`src/rtl/seg_minute_monitor.sv`:
```
// Seven-segment minute readback monitor: glitch-filters, decodes and step-checks the clock's minute display.
// Optional seconds plausibility checking is compiled in with `define SEG_MON_SEC_CHK_EN.
module seg_minute_monitor #(
   parameter int STABLE_CYCLES = 4,
   parameter int CNT_W         = 8
) (
   input  logic             clk,
   input  logic             clr_n,
   input  logic [7:0]       atog_h,
   input  logic [7:0]       atog_l,
   input  logic [3:0]       sec_h,
   input  logic [3:0]       sec_l,
   input  logic             err_clr,
   output logic [3:0]       min_h,
   output logic [3:0]       min_l,
   output logic [5:0]       min_bin,
   output logic             min_valid,
   output logic             tick,
   output logic             rollover,
   output logic             step_err,
   output logic             decode_err,
   output logic             sec_err,
   output logic [CNT_W-1:0] tick_cnt,
   output logic [CNT_W-1:0] resync_cnt
);

   localparam int STAB_W = $clog2(STABLE_CYCLES + 1);
   localparam logic [STAB_W-1:0] STAB_MAX = STAB_W'(STABLE_CYCLES);
   localparam logic [STAB_W-1:0] STAB_PRE = STAB_W'(STABLE_CYCLES - 1);

   typedef enum logic [1:0] {
      SYNC,
      TRACK,
      FAULT
   } state_t;

   state_t            state, state_nxt;
   logic [15:0]       samp;
   logic [STAB_W-1:0] stab_cnt;
   logic              acc;
   logic              same;

   logic [4:0]        dec_h, dec_l;
   logic              new_ok;
   logic [5:0]        new_bin;
   logic              is_inc, is_roll;

   logic              sec_bad, sec_edge;

   logic [3:0]        min_h_nxt, min_l_nxt;
   logic [5:0]        min_bin_nxt;
   logic              min_valid_nxt;
   logic              tick_nxt, rollover_nxt;
   logic              step_set, dec_set, tick_inc, resync_inc;
   logic              step_err_nxt, decode_err_nxt, sec_err_nxt;
   logic [CNT_W-1:0]  tick_cnt_nxt, resync_cnt_nxt;

   // Exact-match segment decode; returns {valid, digit}.
   function automatic logic [4:0] seg_decode(input logic [7:0] pat);
      logic [4:0] r;
      r = 5'b0_0000;
      case (pat)
         8'b0111_1110: r = {1'b1, 4'd0};
         8'b0001_0010: r = {1'b1, 4'd1};
         8'b1011_1100: r = {1'b1, 4'd2};
         8'b1011_0110: r = {1'b1, 4'd3};
         8'b1101_0010: r = {1'b1, 4'd4};
         8'b1110_0110: r = {1'b1, 4'd5};
         8'b1110_1110: r = {1'b1, 4'd6};
         8'b0011_0010: r = {1'b1, 4'd7};
         8'b1111_1110: r = {1'b1, 4'd8};
         8'b1111_0110: r = {1'b1, 4'd9};
         default:      r = 5'b0_0000;
      endcase
      return r;
   endfunction

   assign same = ({atog_h, atog_l} == samp);

   // acc is raised on the edge the stability count reaches its limit, so it fires once per stable period.
   always_ff @(posedge clk or negedge clr_n) begin
      if (!clr_n) begin
         samp     <= 16'h0000;
         stab_cnt <= '0;
         acc      <= 1'b0;
      end else begin
         samp <= {atog_h, atog_l};
         acc  <= 1'b0;
         if (!same) begin
            stab_cnt <= '0;
         end else if (stab_cnt != STAB_MAX) begin
            stab_cnt <= stab_cnt + STAB_W'(1);
            if (stab_cnt == STAB_PRE) begin
               acc <= 1'b1;
            end
         end
      end
   end

   assign dec_h  = seg_decode(samp[15:8]);
   assign dec_l  = seg_decode(samp[7:0]);
   assign new_ok = dec_h[4] && dec_l[4] && (dec_h[3:0] <= 4'd5);

   // Tens is known to be <=5 whenever the result is used, so three bits suffice.
   assign new_bin = {dec_h[2:0], 3'b000} + {2'b00, dec_h[2:0], 1'b0} + {2'b00, dec_l[3:0]};

   assign is_inc  = (min_bin != 6'd59) && (new_bin == min_bin + 6'd1);
   assign is_roll = (min_bin == 6'd59) && (new_bin == 6'd0);

`ifdef SEG_MON_SEC_CHK_EN
   logic [3:0] sec_h_q, sec_l_q;

   always_ff @(posedge clk or negedge clr_n) begin
      if (!clr_n) begin
         sec_h_q <= 4'd0;
         sec_l_q <= 4'd0;
      end else begin
         sec_h_q <= sec_h;
         sec_l_q <= sec_l;
      end
   end

   // Set-minute mode freezes the seconds at 00, so the 59/00 window also covers manual stepping.
   assign sec_bad  = (sec_h_q > 4'd5) || (sec_l_q > 4'd9);
   assign sec_edge = ((sec_h_q == 4'd0) && (sec_l_q == 4'd0)) ||
                     ((sec_h_q == 4'd5) && (sec_l_q == 4'd9));
`else
   logic unused_sec;
   assign unused_sec = ^{sec_h, sec_l};
   assign sec_bad    = 1'b0;
   assign sec_edge   = 1'b1;
`endif

   always_ff @(posedge clk or negedge clr_n) begin
      if (!clr_n) begin
         state <= SYNC;
      end else begin
         state <= state_nxt;
      end
   end

   always_comb begin
      state_nxt     = state;
      min_h_nxt     = min_h;
      min_l_nxt     = min_l;
      min_bin_nxt   = min_bin;
      min_valid_nxt = min_valid;
      tick_nxt      = 1'b0;
      rollover_nxt  = 1'b0;
      step_set      = 1'b0;
      dec_set       = 1'b0;
      tick_inc      = 1'b0;
      resync_inc    = 1'b0;
      if (acc) begin
         case (state)
            TRACK: begin
               if (!new_ok) begin
                  dec_set       = 1'b1;
                  min_valid_nxt = 1'b0;
                  state_nxt     = FAULT;
               end else if (is_inc || is_roll) begin
                  tick_nxt     = 1'b1;
                  rollover_nxt = is_roll;
                  tick_inc     = 1'b1;
                  step_set     = !sec_edge;
                  min_h_nxt    = dec_h[3:0];
                  min_l_nxt    = dec_l[3:0];
                  min_bin_nxt  = new_bin;
               end else if (new_bin != min_bin) begin
                  step_set    = 1'b1;
                  resync_inc  = 1'b1;
                  min_h_nxt   = dec_h[3:0];
                  min_l_nxt   = dec_l[3:0];
                  min_bin_nxt = new_bin;
               end
            end
            default: begin
               if (new_ok) begin
                  min_h_nxt     = dec_h[3:0];
                  min_l_nxt     = dec_l[3:0];
                  min_bin_nxt   = new_bin;
                  min_valid_nxt = 1'b1;
                  state_nxt     = TRACK;
               end else begin
                  dec_set   = 1'b1;
                  state_nxt = FAULT;
               end
            end
         endcase
      end
   end

   // A set event in the same cycle as err_clr wins; counters then restart from the new event.
   always_comb begin
      step_err_nxt   = step_set ? 1'b1 : (err_clr ? 1'b0 : step_err);
      decode_err_nxt = dec_set  ? 1'b1 : (err_clr ? 1'b0 : decode_err);
      sec_err_nxt    = sec_bad  ? 1'b1 : (err_clr ? 1'b0 : sec_err);
      tick_cnt_nxt   = err_clr ? CNT_W'(tick_inc)   : tick_cnt   + CNT_W'(tick_inc);
      resync_cnt_nxt = err_clr ? CNT_W'(resync_inc) : resync_cnt + CNT_W'(resync_inc);
   end

   always_ff @(posedge clk or negedge clr_n) begin
      if (!clr_n) begin
         min_h      <= 4'd0;
         min_l      <= 4'd0;
         min_bin    <= 6'd0;
         min_valid  <= 1'b0;
         tick       <= 1'b0;
         rollover   <= 1'b0;
         step_err   <= 1'b0;
         decode_err <= 1'b0;
         sec_err    <= 1'b0;
         tick_cnt   <= '0;
         resync_cnt <= '0;
      end else begin
         min_h      <= min_h_nxt;
         min_l      <= min_l_nxt;
         min_bin    <= min_bin_nxt;
         min_valid  <= min_valid_nxt;
         tick       <= tick_nxt;
         rollover   <= rollover_nxt;
         step_err   <= step_err_nxt;
         decode_err <= decode_err_nxt;
         sec_err    <= sec_err_nxt;
         tick_cnt   <= tick_cnt_nxt;
         resync_cnt <= resync_cnt_nxt;
      end
   end

endmodule

```
`config.mk`:
```
export PLATFORM = sky130hd
export DESIGN_NAME = seg_minute_monitor
export DESIGN_NICKNAME = d
export VERILOG_FILES = /design/src/rtl/seg_minute_monitor.sv
export SDC_FILE = /design/constraint.sdc
export NUM_CORES = 1
export LEC_CHECK = 0
export BUFFER_PORTS_ARGS = -buffer_cell sky130_fd_sc_hd__buf_2
export CORE_MARGIN = 2
export CORE_UTILIZATION = 45
export CTS_CLUSTER_DIAMETER = 100
export DETAILED_ROUTE_END_ITERATION = 10
export PLACE_DENSITY = 0.75
export SYNTH_ARGS = -nofsm -noshare
export SYNTH_HDL_FRONTEND = slang
export SYNTH_SLANG_ARGS = --single-unit
```
`constraint.sdc`:
```
create_clock -name clk -period 5.75 [get_ports clk]
set_input_delay 1.15 -clock clk [delete_from_list [all_inputs] [get_ports clk]]
set_output_delay 1.15 -clock clk [all_outputs]
set_load 0.05 [all_outputs]
```
=== Word level (Yosys, flattened, before mapping) ===
Cells that the tools add are included.

* Output and inout port bits: 36
* Register bits after elaboration: 57

* Order comparisons: 1
* Add/subtract/negate cells: 6
* Mux-type cells: 48
* Equality and inequality tests: 31
* Reduce and logical (&&, ||, !) cells: 12

{| class="wikitable"
|+ Operators with widths
! cell !! count
|-
| $eq 8x8->1 const B || 14
|-
| $pmux 5 s10 || 2
|-
| $mux 4 || 10
|-
| $mux 6 || 5
|-
| $mux 1 || 24
|-
| $add 8x1->8 || 2
|-
| $eq 16x16->1 || 1
|-
| $eq 8x5->1 const B || 2
|-
| $eq 8x6->1 const B || 2
|-
| $eq 8x7->1 const B || 2
|-
| $mux 8 || 2
|-
| $add 6x4->6 || 2
|-
| $add 6x1->6 const B || 1
|-
| $eq 6x6->1 || 1
|-
| $eq 6x6->1 const B || 1
|-
| $logic_not 6->1 || 1
|-
| $mux 2 || 3
|-
| $mux 3 || 2
|-
| $ne 3x3->1 const B || 2
|-
| $ne 6x6->1 || 1
|-
| $ne 6x6->1 const B || 1
|-
| $reduce_and 3->1 || 2
|-
| $reduce_bool 2->1 || 3
|-
| $le 4x3->1 const B || 1
|-
| other kinds (8) || 11
|}

=== Longest topological paths before layout ===
* Word-level depth: 13
* Depth in mapped cells: 22
* Depth with buffers taken out: 21

=== Least setup slack after synthesis ===
No wires, ideal clock.

* Kind: register to register
* From: register samp[10]
* To: register tick_cnt[5]
* Cell stages (with the launch flop): 21
* Path buffers: 1
* Data arrival time: 4,512 ps
* Library setup time: 132 ps
* Path slack: 1,106 ps
* Required time: 5,618 ps
* Clock period less this slack: 4,644 ps
* Path through: dfrtp_1 > clkbuf_1 > or3b_2 > a21o_1 > a21o_1 > xnor2_1 > ha_1 > inv_1 > fa_1 > xnor2_1 > xor2_1 > or3b_2 > o21ai_0 > nand3_1 > o21ai_1 > nor3b_1 > ha_1 > and3_1 > nand3_1 > xor2_1 > nor2_1

* Longest elaborated chain between the ends: 13
* Elaborated cells between the ends (all ways): 27
* Classes of those cells: add/sub (3); order compare (1); eq/ne (11); mux (6); reduce/logical (6)

{| class="wikitable"
|+ RTL lines
! what !! line !! text
|-
| start: declaration || 38 || <nowiki>logic [15:0] samp;</nowiki>
|-
| start signal: assignment || 87 || <nowiki>samp <= {atog_h, atog_l};</nowiki>
|-
| $eq 8x8->1, or another cell as far along || 62 || <nowiki>case (pat)</nowiki>
|-
| $pmux 5 s10 (*) || 62 ||
|-
| $add 6x4->6 (2 in a row) || 105 || <nowiki>assign new_bin = {dec_h[2:0], 3'b000} + {2'b00, dec_h[2:0], 1'b0} + {2'b00, dec_l[3:0]};</nowiki>
|-
| $eq 6x6->1 or $logic_not 6->1 (tied branches) || 107, 108 ||
|-
| $logic_and 1x1->1 (on tied branches) || 107, 108 ||
|-
| $logic_or 1x1->1 || 161 || <nowiki>end else if (is_inc || is_roll) begin</nowiki>
|-
| $mux 1 || 161 ||
|-
| $mux 1 (*) || 157 || <nowiki>if (!new_ok) begin</nowiki>
|-
| $mux 1 (*) || 155 || <nowiki>case (state)</nowiki>
|-
| $mux 1 (*) || 154 || <nowiki>if (acc) begin</nowiki>
|-
| named net tick_inc || 54 || <nowiki>logic step_set, dec_set, tick_inc, resync_inc;</nowiki>
|-
| $add 8x1->8 (*) || 198 || <nowiki>tick_cnt_nxt = err_clr ? CNT_W'(tick_inc) : tick_cnt + CNT_W'(tick_inc);</nowiki>
|-
| $mux 8 (*) || 198 ||
|-
| named net tick_cnt_nxt[5] || 56 || <nowiki>logic [CNT_W-1:0] tick_cnt_nxt, resync_cnt_nxt;</nowiki>
|-
| end signal: assignment || 225 || <nowiki>tick_cnt <= tick_cnt_nxt;</nowiki>
|-
| end: declaration || 23 || <nowiki>output logic [CNT_W-1:0] tick_cnt,</nowiki>
|}

The timed path passes the listed nets; every way through them passes the cells marked *.
A chain may end at the register's enable or synchronous reset.

=== Final worst setup path ===
* From: register samp[3]
* To: register tick_cnt[6]

* Longest elaborated chain between the ends: 12
* Elaborated cells between the ends (all ways): 25
* Classes of those cells: add/sub (2); eq/ne (11); mux (6); reduce/logical (6)

{| class="wikitable"
|+ RTL lines
! what !! line !! text
|-
| $eq 8x8->1, or another cell as far along || 62 ||
|-
| $pmux 5 s10 (*) || 62 ||
|-
| named net dec_l[1] || 43 || <nowiki>logic [4:0] dec_h, dec_l;</nowiki>
|-
| $add 6x4->6 (*) || 105 ||
|-
| $eq 6x6->1 or $logic_not 6->1 (tied branches) || 107, 108 ||
|-
| $logic_and 1x1->1 (on tied branches) || 107, 108 ||
|-
| $logic_or 1x1->1 (*) || 161 ||
|-
| $mux 1 (*) || 161 ||
|-
| $mux 1 (*) || 157 ||
|-
| $mux 1 (*) || 155 ||
|-
| $mux 1 (*) || 154 ||
|-
| named net tick_inc || 54 ||
|-
| $add 8x1->8 (*) || 198 ||
|-
| $mux 8 (*) || 198 ||
|-
| named net tick_cnt_nxt[6] || 56 ||
|}

Marks and branches as above.

==> impl_metrics.csv <==
group,metric,value,unit
yosys,syn-num-nets,340,
detailed_routing,ant_nets,0,
timing,rsz0062_at_grt,"no",
power,clock_power_share,0.362,
yosys,synth_edf_count,0,
yosys,synth_top_area_frac,0.439,
finish,final_cells,443,
setup_path,cp_max_fo,9,
setup_path,crit_slowest_cell,"or4b_4",
detailed_routing,dr.pass1.iters,4,
detailed_routing,wl_met1,2720,um
power,ir_drop,0.000108,V
setup_path,start_kind,"flip-flop",
yosys,netlist_area,0.00320,mm2
detailed_routing,topRoutingLayerUsed,"met4",
yosys,postSynthCellCount,295,
hold_path,min_from,"state[1]",
yosys,yosysWarningCount,0,
finish,fillers,643,
setup_path,cp_num_buf_inv,1,
setup_path,crit_type,"flip-flop to flip-flop",
timing,period_share,0.917,
cts,cts.sinks,56,
floorplanning,dieArea,0.00779,mm2
cts,clkLatencyLatePin,0.31,ns
finish,syn_to_final_growth,13.8,%
setup_path,cp_common_cell,"ha_1",
yosys,yosysTopAreaCell,"dfrtp_1",
setup_path,critical_path.top_delay_family,"simple AND/OR/NAND/NOR gates",
job,max_cap_violations,0,
cts,post_cts_resized,0,
status,status,"finished, final reports clean",
global_route,grt_max_degree,57,
power,p_comb_frac,0.068,
detailed_routing,met3_wirelength,261,um
floorplanning,die_x,88.3,um
cts,cts-root-buf,"clkbuf_8",
detailed_routing,vias,2295,
cts,hold_buffers,0,
yosys,yosys_most_used_dff,"dfrtp_1",
power,p_leak,1.79,nW
cts,h-tree-depth,2,
detailed_routing,drt-total-wl,6020,um
yosys,synth_cell_types,53,
placement,gp_congestion,0.810,
finish,layout-drive-gt1-share,0.242,
timing,clock.fmax,190,MHz
placement,dp_hpwl,4560,um
power,switchingPower,0.172,mW
global_route,grt-ovfl-total,0,
global_route,grt_pass1_wl,10300,um
finish,fin_nets,391,
timing,slew_headroom,0.542,
cts,clkTransAtPathRegs,0.10,ns
floorplanning,coreArea,0.00683,mm2
global_route,grt_pass1_vias,2286,
timing,finClkSkew,0.00611,ns
floorplanning,io_pins,63,
cts,post-cts-setup-buffers,0,
timing,hold_violations,0,
cts,numCtsBuffers,5,
yosys,synthArstFlopShare,1.00,
detailed_routing,first_iter_violations,106,
finish,n_antenna_cell,0,
timing,finalSetupTns,0,ns
yosys,synth_area_leaders,"dfrtp_1, xor2_1, ha_1",
floorplanning,initial_utilization,0.468,
finish,final_common_cell,"dfrtp_1",
floorplanning,dieHeight,88.3,um
setup_path,worstPathArrival,5.51,ns
power,internal_power,0.551,mW
placement,port_buffers,53,
cts,cts.path.max_buffers,2,
detailed_routing,wire_per_inst,13.6,um
global_route,antenna_found_initial,0,
finish,final_cell_mix,"dfrtp_1, buf_2, xor2_1",
setup_path,endpoint_kind,"flip-flop",
timing,worstMarginPinSlew,0.687,ns
power,swShare,0.237,
yosys,yosysSeqAreaShare,0.439,
global_route,track_usage,0.168,
timing,setup_violations,0,
setup_path,startpoint,"samp[3]",
setup_path,crit_required,5.99,ns
setup_path,slowest_delay,0.59,ns
floorplanning,rows,30,
yosys,avgSynthCellArea,10.8,um2
detailed_routing,wl_met2,2980,um
detailed_routing,drc,0,
setup_path,rr_startpoint,"samp[3]",
timing,period_needed,5.27,ns
yosys,ys_ff_latch,56,
hold_path,min-delay-path-class,"flip-flop to flip-flop",
cts,cts_tree,"done",
power,power.share.sequential,0.570,
timing,slew_violations,0,
detailed_routing,viasPerCell,5.18,
power,cellPowerDensity,199,mW/mm2
placement,placedCellCount,435,
setup_path,path_cells,"or4b_4, nor3b_4, a31oi_1, a21oi_1, ha_1, ha_1, inv_1, fa_1, xnor2_1, xor2_1, or3b_2, o21ai_0, nand3_1, o21ai_1, nor3b_1, ha_1, ha_1, nand3_1, xor2_1, nor2_1",
[power groups by stage]
stage,clock (mW),sequential [mW],combinational [mW]
after floorplan,0,0.412,0.0353
after global placement,0,0.419,0.0491
after detailed placement,0,0.419,0.0504
after CTS,0.273,0.412,0.0507
after global routing,0.286,0.414,0.0558
final,0.262,0.412,0.0494
[metrics by stage]
stage	hold WS [ns]	setup WS [ns]	total power, mW	util	area [um2]
finish	0.501	0.477	0.723	0.532	3640
global route	0.529	0.0494	0.756	0.532	3640
detailed placement	0.483	0.501	0.470	0.516	3520
floorplan	0.450	1.11	0.448	-	3200
CTS	0.510	0.466	0.735	0.532	3640
global placement	0.469	0.672	0.468	0.516	3520
[cell type report]
class,instances,area (um2),share of cell area
Clock buffer,5,68.8,0.0189
Clock inverter,3,46.3,0.0127
Inverter,15,56.3,0.0155
Multi-Input combinational cell,213,1660,0.458
Sequential cell,56,1400,0.385
Tap cell,96,120,0.0330
Timing Repair Buffer,55,280,0.0771
[final timing paths]
kind | endpoint | cells after the start | slack (ns)
worst min-delay path | state[1] | 2 | 0.50
worst max-delay path | tick_cnt[6] | 20 | 0.48
max in group asynchronous | min_bin[3] | 2 | 4.34
worst min register to register | state[1] | 2 | 0.50
min in group asynchronous | tick_cnt[5] | 2 | 0.96
worst max register to register | tick_cnt[6] | 20 | 0.48
[layer usage]
metal  GRT usage  vias up
met4      0.0510        0
met2       0.293       51
met5           0        -
li1            -     1131
met1       0.211     1109
met3      0.0345        4
[sequential cells by signal, indices dropped and copies added (netlist names), 2 cells and up]
signal / count
samp: 16
min_bin: 5
tick_cnt: 8
resync_cnt: 8
state: 2
stab_cnt: 3
min_l: 4
min_h: 4
[synthesized netlist by cell type, types with 3 or more instances]
library cell and count:
nand2b_1 5, mux2_4 7, nor3_1 7, nand3_1 15, nor3b_1 3, or3b_2 3, xnor2_1 14, dfrtp_1 56
or4_1 3, o21ai_0 6, nor2b_1 7, nor2_1 18, clkbuf_1 6, a21o_1 5, a31oi_1 4, xor2_1 31
inv_1 15, mux2_2 4, a21oi_1 5, ha_1 17, nor4_1 6, and3_1 6, nand2_1 12
[worst register-to-register path: cells and delay by family (launching register included)]
family / cells / cell delay [ns]
XOR/XNOR: 3 / 0.71
AO/OA/AOI/OAI: 4 / 0.75
adder cells (fa/ha/maj): 5 / 1.21
buffers and inverters: 1 / 0.06
flip-flops: 1 / 0.49
AND/OR/NAND/NOR: 7 / 1.97
[kinds of logic after synthesis]
kind of cell,Yosys count,share of synthesized area
other,1,0.00117
muxes,13,0.0532
DFF,56,0.439
AOI/OAI and AO/OA,36,0.0865
buffers and inverters,26,0.0407
adders and majority gates,18,0.0728
xor gates and xnor gates,45,0.123
and+or+nand+nor,100,0.184
(Power assumes the default switching activity.)
